--- src/rtl/ram_port_arbiter.sv ---
// ram_port_arbiter: shares one single-ported RAM between instruction
// fetch and data load/store; data wins unless instruction is starving.
// Ports: CLK/nRST; iREN/iaddr/iload/iwait (fetch); dREN/dWEN/daddr/
// dstore/dload/dwait (data); ramREN/ramWEN/ramaddr/ramstore/ramload/
// ram_ready (RAM side); ram_err (sticky grant timeout flag).
module ram_port_arbiter #(
    parameter int ADDR_W       = 32,
    parameter int STARVE_LIMIT = 3,
    parameter int TIMEOUT      = 255
) (
    input  logic              CLK,
    input  logic              nRST,
    input  logic              iREN,
    input  logic [ADDR_W-1:0] iaddr,
    output logic [31:0]       iload,
    output logic              iwait,
    input  logic              dREN,
    input  logic              dWEN,
    input  logic [ADDR_W-1:0] daddr,
    input  logic [31:0]       dstore,
    output logic [31:0]       dload,
    output logic              dwait,
    output logic              ramREN,
    output logic              ramWEN,
    output logic [ADDR_W-1:0] ramaddr,
    output logic [31:0]       ramstore,
    input  logic [31:0]       ramload,
    input  logic              ram_ready,
    output logic              ram_err
);

    localparam int SW = $clog2(STARVE_LIMIT + 1);
    localparam logic [SW-1:0] S_LIM = SW'(STARVE_LIMIT);
    localparam logic [7:0] TMO_LAST = 8'(TIMEOUT - 1);

    typedef enum logic [1:0] {
        IDLE   = 2'd0,
        IGRANT = 2'd1,
        DGRANT = 2'd2
    } state_t;

    state_t        state, next_state;
    logic [SW-1:0] starve_cnt;
    logic [7:0]    tmo_cnt;
    logic          dpend;
    logic          tmo_hit;
    logic          complete;
    logic          timeout;

    assign dpend   = dREN | dWEN;
    assign iload   = ramload;
    assign dload   = ramload;
    assign tmo_hit = (tmo_cnt == TMO_LAST) && !ram_ready;

    always_comb begin
        next_state = state;
        ramREN     = 1'b0;
        ramWEN     = 1'b0;
        ramaddr    = '0;
        ramstore   = '0;
        iwait      = iREN;
        dwait      = dpend;
        complete   = 1'b0;
        timeout    = 1'b0;
        unique case (state)
            IDLE: begin
                if (dpend && (!iREN || starve_cnt < S_LIM))
                    next_state = DGRANT;
                else if (iREN)
                    next_state = IGRANT;
            end
            IGRANT: begin
                ramREN  = iREN;
                ramaddr = iaddr;
                iwait   = ~ram_ready;
                if (!iREN) begin
                    next_state = IDLE;
                end else if (ram_ready) begin
                    next_state = IDLE;
                    complete   = 1'b1;
                end else if (tmo_hit) begin
                    next_state = IDLE;
                    timeout    = 1'b1;
                end
            end
            DGRANT: begin
                ramaddr  = daddr;
                ramstore = dstore;
                // a write wins when both enables are raised
                ramWEN   = dWEN;
                ramREN   = dREN & ~dWEN;
                dwait    = ~ram_ready;
                if (!dpend) begin
                    next_state = IDLE;
                end else if (ram_ready) begin
                    next_state = IDLE;
                    complete   = 1'b1;
                end else if (tmo_hit) begin
                    next_state = IDLE;
                    timeout    = 1'b1;
                end
            end
            default: next_state = IDLE;
        endcase
    end

    always_ff @(posedge CLK or negedge nRST) begin
        if (!nRST) begin
            state      <= IDLE;
            starve_cnt <= '0;
            tmo_cnt    <= '0;
            ram_err    <= 1'b0;
        end else begin
            state <= next_state;
            if (timeout)
                ram_err <= 1'b1;
            // grants are only entered from IDLE, so clearing here
            // is the same as clearing on grant entry
            if (state == IDLE)
                tmo_cnt <= '0;
            else if (!ram_ready && tmo_cnt != 8'hFF)
                tmo_cnt <= tmo_cnt + 8'd1;
            if (state == IDLE && !iREN)
                starve_cnt <= '0;
            else if (state == IGRANT && complete)
                starve_cnt <= '0;
            else if (state == DGRANT && complete && iREN
                     && starve_cnt < S_LIM)
                starve_cnt <= starve_cnt + 1'b1;
        end
    end

endmodule

--- config.mk ---
export PLATFORM = sky130hd
export DESIGN_NAME = ram_port_arbiter
export DESIGN_NICKNAME = d
export VERILOG_FILES = /design/src/rtl/ram_port_arbiter.sv
export SDC_FILE = /design/constraint.sdc
export NUM_CORES = 1
export LEC_CHECK = 0
export CAP_MARGIN = 25
export CORE_AREA = 4 4 103 105
export DETAILED_ROUTE_END_ITERATION = 8
export DIE_AREA = 0 0 107 109
export HOLD_SLACK_MARGIN = 0.12
export PLACE_DENSITY_LB_ADDON = 0.1
export SLEW_MARGIN = 20
export SYNTH_ARGS = -nofsm -noshare
export SYNTH_HDL_FRONTEND = slang
export SYNTH_SLANG_ARGS = --single-unit
--- constraint.sdc ---
create_clock -name CLK -period 2.1 [get_ports CLK]
set_input_delay 0.63 -clock CLK [delete_from_list [all_inputs] [get_ports CLK]]
set_output_delay 0.63 -clock CLK [all_outputs]
set_load 0.005 [all_outputs]
# Yosys cells after proc, flatten, opt, wreduce, memory -nomap -nowiden
# Cells that the tools add are included.
# W data, S select, Z words.
[totals]
word_cells = 57
output_inout_bits = 133
reg_bits = 13
[classes]
n_eq_ne = 5
mux = 27
order_cmp = 1
n_addsub = 2
bitwise_logic = 4
n_reduce_logical = 14
[op_table]
columns = ["op", "n"]
rows = [
  ["$pmux W32 S2", 1],
  ["$mux W32", 1],
  ["$mux W2", 9],
  ["$mux W8", 2],
  ["$mux W1", 10],
  ["$add A8 B1 Y8 const B", 1],
  ["$eq A8 B8 Y1 const B", 1],
  ["$logic_and A1 B1 Y1", 8],
  ["$ne A8 B8 Y1 const B", 1],
  ["$pmux W1 S2", 3],
  ["$pmux W2 S3", 1],
  ["$ne A3 B3 Y1 const B", 1],
  ["$reduce_bool A3 Y1", 1],
  ["$add A2 B1 Y2 const B", 1],
  ["$eq A2 B1 Y1 const B", 1],
  ["$eq A2 B2 Y1 const B", 1],
  ["$logic_not A1 Y1", 2],
  ["$logic_not A2 Y1", 1],
  ["$lt A2 B2 Y1 const B", 1],
  ["$not A1 Y1", 2],
  ["$reduce_bool A2 Y1", 1],
  ["$and A1 B1 Y1", 1],
  ["$logic_or A1 B1 Y1", 1],
  ["$or A1 B1 Y1", 1],
]

# Depth between registers and ports, before layout
# Gate-level depths: netlist of run 1.
[logic_depth]
depth_word = 9
ltp_mapped = 7
depth_no_buf = 6

# Worst setup path after synthesis of run 1
# Ideal clock, no wire load.
[synth_path]
path_type = "register -> output"
from = "register state[0]"
to = "output ramaddr[10]"
stages_incl_launch_ff = 7
path_slack_ns = 0.080
arrival_time_ns = 1.390
path_buffers = 2
cell_sequence = "dfrtp_1 -> inv_1 -> ha_1 -> buf_2 -> buf_1 -> a22oi_1 -> nor2_1"
[synth_between]
elab_chain_cells = 2
elab_cells_between_ends = 3
classes_between = "eq/ne: 2; mux: 1"
[synth_lines]
columns = ["element", "line_no", "source"]
rows = [
  ["start: declaration", "42", "state_t state, next_state;"],
  ["start signal: assignment", "114", "state <= next_state;"],
  ["$eq A2 B2 Y1 / $eq A2 B1 Y1 (equally long branches)", "65", "unique case (state)"],
  ["$pmux W32 S2 (*)", "65", ""],
  ["end: declaration", "25", "output logic [ADDR_W-1:0] ramaddr,"],
]
# Mark *: on every way between the ends. The rest lies on a longest branch, timed or not.

# Final worst setup path of run 1
[layout_path]
from = "register state[1]"
to = "output ramstore[21]"
[layout_between]
elab_chain_cells = 2
[layout_lines]
columns = ["element", "line_no", "source"]
rows = [
  ["$eq A2 B2 Y1", "65", ""],
  ["$mux W32", "65", ""],
  ["end: declaration", "26", "output logic [31:0] ramstore,"],
]
# No other way between the ends.

==> metrics.csv, run 1 <==
metric,value,unit
status,"complete, but fails checks",
failing checks,setup timing,
Gate Count Post-Synth,266,
sequential-to-total area share from yosys stat,16.5,%
WL per Instance,18.2,um
final-report hold violation count,0,
Peak VDD IR,0.000639,V
syn avg cell area,7.43,sq um
min-delay worst type,reg -> reg,
crit path time final,2.26,ns
DRC viols,0,
vias in the first global route,2452,
top post-synthesis cells by area,"buf_4 25%, dfrtp_1 16%, a22oi_1 12%, and2_1 10%, nor2_1 8.2%",
TritonCTS Sinks,13,
slack of the critical path,-0.165,ns
Max Buffers Root-to-Sink,2,
first-pass GRT wire length,13.4,mm
grt total ovfl,0,
ant diodes,0,
Synth Cell Area,0.00198,sq mm
Worst Path Required,1.47,ns
Reg2Reg Depth,9,
Setup TNS,-5.88,ns
post-synth cell types,40,
Worst-Margin Slew,0.332,ns
most common cell in the netlist,buf_4,
arrival time worst endpoint,1.63,ns
peak fanout along the critical path,6,
dominant cell type by area after synthesis,buf_4,
fin nets,548,
clock transition at the registers of the reported paths,0.06,ns
via density per instance,4.46,
core box area,0.00964,sq mm
max_slew headroom,77.7,%
H-tree Lvls,1,
share of flip-flops with an asynchronous set or reset,100,%
PwrDens,1070,mW/mm^2
Die X,107,um
clock skew,0.00395,ns
drt pass-1 iters,4,
CTS tree,done,
initial antenna violation count,0,
Util after Layout,43.9,%
main flop type after synthesis,dfrtp_1,
HPWL after detailed placement,6.89,mm
Yosys top cell area share,24.7,%
Slew Limit Fails,0,
Lkg Pwr,1.82,nW
I/O Buffers,170,
Seq cells post-synth,13,
worst skew pair latency,0.25,ns
Routability Congestion,0.765,
Via Count,2406,
Setup Crit Path Kind,reg -> out,
Max-cap violations,0,
Top-Level Pins,267,
final wirelength,9.81,mm
synth cell count leaders,"65 x buf_4, 43 x nor2_1, 33 x and2_1",
WHS Path Cells,1,
Root Driver,clkbuf_8,
Worst Setup End Kind,primary output,
layout cells sized above 1,48.5,%
Max Clk Rate,0.442,GHz
chip height,109,um
Placement Rows,36,
ANT nets after route,0,
CTS buffer count,3,
Iteration-0 DRC Markers,134,
Tot GR Track Use,14.9,%
Ys Warns,0,
pre-CTS setup slack,-0.457,ns
Post-synth EDFFs,0,
largest net degree at the start of global routing,18,
area grow syn2layout,114,%
Initial Utilization,20.5,%
Syn Nets,407,
Placed Instance Area,0.00351,sq mm
CP Launch Type,register,
DIE AREA,0.0117,sq mm
period utilization,108,%
Setup Viol. Count Final,67,
Finished Cell Area,0.00423,sq mm
unrepaired setup endpoints after global routing,yes,
[power breakdown]
| part | leakage, nW | total (mW) | switching (mW) | internal, mW |
|---|---|---|---|---|
| clock network | 0.0228 | 0.233 | 0.0989 | 0.134 |
| registers | 0.177 | 0.343 | 0.0502 | 0.293 |
| logic | 1.62 | 3.94 | 1.58 | 2.36 |
| total | 1.82 | 4.52 | 1.73 | 2.79 |
[layout make-up]
cell class / count / area (sq um)
clock buffer: 4 / 45.0
fill: 986 / 5410
inverter: 6 / 30.0
multi-input combinational: 166 / 1370
sequential: 13 / 325
tap: 133 / 166
timing repair buffer: 217 / 2300
[state kept, by name, summed over array words and instances (netlist names)]
signal      flops
state           2
starve_cnt      2
tmo_cnt         8
ram_err         1
[final timing paths]
check	slack (ns)	to	from
setup / recovery	-0.16	ramstore[21]	state[1]$_DFFE_PN0P_
hold / removal	0.48	ram_err$_DFFE_PN0P_	ram_err$_DFFE_PN0P_
setup reg to reg	0.23	starve_cnt[1]$_DFFE_PN0P_	state[0]$_DFFE_PN0P_
hold reg to reg	0.48	ram_err$_DFFE_PN0P_	ram_err$_DFFE_PN0P_
max in group asynchronous	1.24	tmo_cnt[1]$_DFFE_PN0P_	nRST
min in group asynchronous	0.69	tmo_cnt[4]$_DFFE_PN0P_	nRST
[repair_timing]
action | 4_1_cts | 5_1_grt
gates cloned | 9 | 5
buffers inserted | 9 | 6
gates resized for setup | 344 | 54
hold buffers | 0 | 0
setup endpoints to repair | 68 | 68
pin swaps | 24 | 53
[layout by cell type (no fill, tap or decap), types with 4 or more instances in the layout]
| cell | count |
|---|---|
| a21oi_1 | 7 |
| ha_1 | 4 |
| dlygate4sd2_1 | 4 |
| buf_12 | 13 |
| buf_4 | 14 |
| clkdlybuf4s50_1 | 98 |
| and2_4 | 26 |
| dfrtp_1 | 13 |
| nor2_2 | 8 |
| buf_16 | 7 |
| buf_6 | 33 |
| nand2_1 | 4 |
| and2_1 | 7 |
| buf_2 | 41 |
| clkbuf_16 | 5 |
| a22oi_2 | 31 |
| nor2_1 | 34 |
[logic make-up (layout without fill, tap and decap cells)]
| kind of cell | after synthesis | after routing | share of synthesized area (%) |
|---|---|---|---|
| flops | 13 | 13 | 16.5 |
| buf+inv | 87 | 227 | 29.6 |
| simple gates | 100 | 100 | 27.0 |
| fa+ha+maj | 7 | 7 | 4.43 |
| mux | 3 | 3 | 1.77 |
| compound gates | 54 | 54 | 19.9 |
| xor+xnor | 2 | 2 | 0.887 |
[routing by layer]
layer / wire length, um / track usage (%) / vias to the layer above
li1: - / - / 1128
met5: 0 / 0 / -
met1: 3190 / 15.0 / 1128
met3: 924 / 4.44 / 26
met4: 248 / 6.03 / 0
met2: 5450 / 28.5 / 124
[worst max-delay path, cell delays in order (launching register included)]
cell and delay (ns):
dfrtp_1 0.40, buf_6 0.13, ha_4 0.20, buf_12 0.14, buf_12 0.13, clkbuf_16 0.15, and2_4 0.13, buf_6 0.11
[through the flow]
stage | hold WS, ns | cells | total power [mW]
global route | 0.495 | 539 | 4.81
CTS | 0.485 | 530 | 4.09
finish | 0.478 | 539 | 4.52
floorplan | 0.334 | 266 | 1.43
detailed placement | 0.472 | 508 | 2.94
global placement | 0.478 | 508 | 2.95
Power figures use the tool's default switching activity.
==> inputs of run 2 (changes only) <==
--- a/config.mk
+++ b/config.mk
@@ -11,6 +11,7 @@
 export DIE_AREA = 0 0 107 109
 export HOLD_SLACK_MARGIN = 0.12
 export PLACE_DENSITY_LB_ADDON = 0.1
+export REMOVE_ABC_BUFFERS = 1
 export SLEW_MARGIN = 20
 export SYNTH_ARGS = -nofsm -noshare
 export SYNTH_HDL_FRONTEND = slang
==> run 2 against run 1 <==
  * The flow still finishes with violations (setup timing)
  * Die area did not move
  * Non-clock buffer count unchanged
  * First-iteration DRC count is 0.75% lower
  * Final cell count stayed put
  * Utilization rose by 0.31 points
  * Hold slack better by 0.0021 ns
  * Critical endpoint is now ramaddr[17]
  * Design area grew 0.71%
  * Clock power shrank 3%
  * Via count rose by 5.6%
  * Count of clock-buffer cells in the layout did not move
  * Global-route usage grew 11 points
  * Setup slack better by 0.0056 ns
==> metrics.csv, run 2 (synthesis results as in run 1) <==
metric,value,unit
Placement Rows,36,
Initial Utilization,20.5,%
CP Launch Type,register,
Setup Viol. Count Final,56,
fin nets,548,
Max-cap violations,0,
initial antenna violation count,0,
Multi-input gate area,0.00149,sq mm
Slew Limit Fails,0,
pre-CTS setup slack,-0.462,ns
Tot GR Track Use,26.4,%
status,"complete, but fails checks",
CTS tree,done,
total power,4.83,mW
HPWL after detailed placement,13.0,mm
via density per instance,4.71,
WL per Instance,30.1,um
clock skew,0.00366,ns
arrival time worst endpoint,1.63,ns
final wirelength,16.2,mm
ANT nets after route,0,
Setup TNS,-3.94,ns
Routability Congestion,0.857,
"commonest cells after routing, fill and taps aside","101 x clkdlybuf4s50_1, 41 x buf_2, 34 x buf_6",
Top-Level Pins,267,
peak fanout along the critical path,7,
Worst-Margin Slew,0.276,ns
Max Clk Rate,0.443,GHz
Layout Cells excl Fill,539,
Worst Path Required,1.47,ns
ant diodes,0,
layout cells sized above 1,52.7,%
Via Count,2541,
slack of the critical path,-0.159,ns
final-report hold violation count,0,
largest net degree at the start of global routing,17,
DRC viols,0,
H-tree Lvls,1,
CTS buffer count,3,
FILL cells,995,
"commonest non-fill, non-tap cell in the layout",clkdlybuf4s50_1,
min-delay worst type,reg -> reg,
max reg flops,8,
Die X,107,um
failing checks,setup timing,
first-pass GRT wire length,21.2,mm
Largest Register,tmo_cnt,
drt pass-1 iters,4,
DIE AREA,0.0117,sq mm
Peak VDD IR,0.000710,V
worst skew pair latency,0.24,ns
area grow syn2layout,116,%
Largest regs,"tmo_cnt x8, starve_cnt x2, state x2",
Worst Setup End Kind,primary output,
hold slack,0.481,ns
PwrDens,1130,mW/mm^2
Root Driver,clkbuf_8,
period utilization,108,%
grt total ovfl,0,
Setup Crit Path Kind,reg -> out,
Max Buffers Root-to-Sink,2,
I/O Buffers,170,
core box area,0.00964,sq mm
placed insts,511,
chip height,109,um
vias in the first global route,2599,
Lkg Pwr,1.78,nW
unrepaired setup endpoints after global routing,yes,
clock transition at the registers of the reported paths,0.06,ns
crit path time final,2.26,ns
Iteration-0 DRC Markers,133,
TritonCTS Sinks,13,
Hold Buf Count CTS,0,
sequential cell area,325,sq um
max_slew headroom,81.4,%
## run 2: final cells by class
cell class	count	share of cell area [%]
Clock buffer	4	1.06
Inverter	6	0.940
Multi-Input combinational cell	166	34.9
Sequential cell	13	7.64
Tap cell	133	3.91
Timing Repair Buffer	217	51.5
## run 2: power by group
group          total (mW)  switching, mW  internal [mW]
logic                4.27           1.86           2.41
registers           0.339         0.0459          0.293
clock network       0.225         0.0913          0.134
total                4.83           1.99           2.84
## run 2: path summary, 6_finish.rpt
path	startpoint	end	slack (ns)	depth (start not counted)
setup / recovery	state[1]$_DFFE_PN0P_	ramaddr[17]	-0.16	8
min in group asynchronous	nRST	tmo_cnt[2]$_DFFE_PN0P_	0.70	2
hold / removal	ram_err$_DFFE_PN0P_	ram_err$_DFFE_PN0P_	0.48	1
max in group asynchronous	nRST	state[0]$_DFFE_PN0P_	1.24	2
setup reg to reg	state[0]$_DFFE_PN0P_	starve_cnt[1]$_DFFE_PN0P_	0.19	10
hold reg to reg	ram_err$_DFFE_PN0P_	ram_err$_DFFE_PN0P_	0.48	1
## run 2: what timing repair did
item,CTS,global route
buffers inserted,12,2
gates cloned,8,3
pin swaps,16,27
endpoints found under the setup margin,68,66
resized for setup,365,66
## run 2: critical path, cell delays in order, from the launching register on
cell     delay (ns)
dfrtp_1        0.38
buf_6          0.13
ha_4           0.19
buf_6          0.14
buf_12         0.14
buf_12         0.12
a22oi_2        0.12
nor2_2         0.04
buf_2          0.12
## run 2: per-stage QoR
stage | instance area, sq um | utilization (%)
2_1_floorplan | 1410 | -
3_3_place_gp | 3510 | 36.4
3_5_place_dp | 3510 | 36.4
4_1_cts | 4000 | 41.5
5_1_grt | 4260 | 44.2
6_report | 4260 | 44.2
## run 2: routing by layer
layer | global-route usage [%] | share of wire, %
met4 | 10.1 | 6.5
met3 | 21.6 | 19
met1 | 23.8 | 30
met2 | 43.4 | 44
met5 | 4.91 | 0.37
==> edit, RTL diff (config.mk and constraints of run 1) <==
`STARVE_LIMIT`: 3 -> 2.
--- a/src/rtl/ram_port_arbiter.sv
+++ b/src/rtl/ram_port_arbiter.sv
@@ -7,3 +7,3 @@
     parameter int ADDR_W       = 32,
-    parameter int STARVE_LIMIT = 3,
+    parameter int STARVE_LIMIT = 2,
     parameter int TIMEOUT      = 255
Behaviour: not the same (Yosys sat finds a counterexample within 10 cycles, from zero or initial values and one cycle with nRST low).
==> edit against run 1 <==
The run still ends with setup timing left; count of clock-buffer cells in the layout is the same; critical path depth up 2; clock skew fell by 0.0031 ns; die area unchanged; setup slack lost 0.050 ns; total power increased by 1.8%; cell count is 1.3% higher; wire length up 8.6%; sequential cell count unchanged; via count grew 0.91%; design area up 7.2%; area after synthesis up 3.5%; critical path type unchanged.
==> edit: results (changes against run 1) <==
stage,metric,value,unit,change
pwr,p_sw_frac,0.347,,-0.0355
cells_and_area,drive_above_1_share,0.525,,+0.0402
timing,holdWs,0.477,ns,-0.00113 ns
critical_path,reg2reg_slack,0.18,ns,-0.05 ns
logic_synthesis,synth_ff_type,dfrtp_1,,
critical_path,rr_endpoint,starve_cnt[0],,
logic_synthesis,ys_seq_area_frac,0.159,,-0.00564
pwr,leakage,1.92,nW,+5.3%
drt,drt-total-wl,10.7,mm,+8.6%
drt,vias,2428,,+0.91%
status,violations,setup timing,,
grt,grt_pass1_wl,14.9,mm,+11%
pwr,vdd_drop_max,0.392,mV,-39%
hold_path,worstHoldPathType,reg2reg,,
logic_synthesis,ys_top_cells_by_count,"buf_4 (64), and2_1 (34), nor2b_1 (34)",,
critical_path,critPathMaxFanout,5,,-1
critical_path,cp_slowest_stage_delay,0.39,ns,
placement,routabilityCongestion,0.781,,+2.1%
timing,fin_ws,-0.215,ns,-0.0503 ns
timing,setup_viol,68,,+1.5%
drt,drt_iter0_drc,110,,-18%
cells_and_area,nFillCells,970,,-1.6%
cells_and_area,reg_top3,"tmo_cnt (8), starve_cnt (2), state (2)",,
timing,relSlewSlack,0.608,,-0.169
critical_path,crit_arrival,1.69,ns,+0.06 ns
logic_synthesis,yosys-top-cells-area,"buf_4 (23%), dfrtp_1 (16%), a22oi_1 (12%)",,
grt,grt_max_degree,25,,+7
logic_synthesis,syn-num-nets,406,,-0.25%
status,run_status,"complete, but fails checks",,
## edit: changes by cell type in the layout (fill, tap and decap cells not counted), sizes merged, moves of 2 or more
cell / before / now
a21oi: 8 / 5
clkbuf: 10 / 6
nor2: 43 / 11
nand2b: 2 / 0
buf: 109 / 120
nand3: 3 / 6
nor2b: 1 / 34
nand3b: 3 / 1
a2111oi: 0 / 2
## edit: layout make-up
class                   count  area, µm²  area share
flip-flops and latches     13        325      0.0718
repair buffers            224       2430       0.536
multi-input cells         166       1540       0.340
well taps                 133        166      0.0367
clock buffers               4       45.0     0.00994
inverters                   6       27.5     0.00607
## edit: per-stage QoR
stage,TNS [ns],cells,cell area [µm²],setup WS (ns),total power [mW]
3_3_place_gp,-20.13,508,3570,-0.540,2.74
2_1_floorplan,0,266,2050,0.0666,1.39
5_1_grt,-14.76,546,4530,-0.311,4.86
4_1_cts,-9.44,544,4340,-0.229,4.31
6_report,-8.86,546,4530,-0.215,4.60
3_5_place_dp,-20.38,508,3570,-0.543,2.74
## edit: repair_timing
| action | CTS | global route |
|---|---|---|
| setup buffers | 20 | 6 |
| resized for setup | 393 | 59 |
| endpoints found under the setup margin | 68 | 68 |
| pin swaps | 26 | 12 |
| gates cloned | 12 | 2 |
## edit: cells by family (layout without fill, tap and decap cells)
| group | after synthesis | count (layout) | share of synthesized area |
|---|---|---|---|
| xor gates and xnor gates | 3 | 3 | 0.0128 |
| DFF | 13 | 13 | 0.159 |
| AOI/OAI and AO/OA | 55 | 55 | 0.206 |
| adders and majority gates | 6 | 6 | 0.0367 |
| and+or+nand+nor | 99 | 99 | 0.292 |
| buffers and inverters | 87 | 234 | 0.278 |
| muxes | 3 | 3 | 0.0159 |
## edit: power groups by stage
stage	Sequential, mW	Combinational, mW	Clock [mW]
floorplan	0.331	1.06	0
global placement	0.332	2.41	0
detailed placement	0.333	2.41	0
CTS	0.328	3.75	0.235
global route	0.340	4.28	0.245
finish	0.333	4.04	0.223
## edit: layer usage
metal | part of all wire | global-route usage | wire [µm]
met1 | 0.35 | 0.174 | 3700
met2 | 0.56 | 0.325 | 5960
met3 | 0.087 | 0.0551 | 932
met4 | 0.0065 | 0.0210 | 69
met5 | 0 | 0 | 0
## edit: how the worst max path moves through the flow
stage              from      endpoint  slack, ns  depth (start not counted)
6_report       state[0]   ramaddr[27]      -0.22                          9
4_1_cts        state[0]    ramaddr[4]      -0.23                          8
5_1_grt        state[0]   ramaddr[20]      -0.31                          9
3_3_place_gp       dREN        ramREN      -0.54                          5
3_5_place_dp       dREN        ramREN      -0.54                          5
2_1_floorplan  state[0]  ramstore[10]       0.07                          6
## edit: critical path, delay by kind of cell (launching register included)
kind,cells,cell delay (ns)
compound gates,1,0.13
simple gates,1,0.06
buf+inv,6,0.68
fa+ha+maj,1,0.18
flops,1,0.39
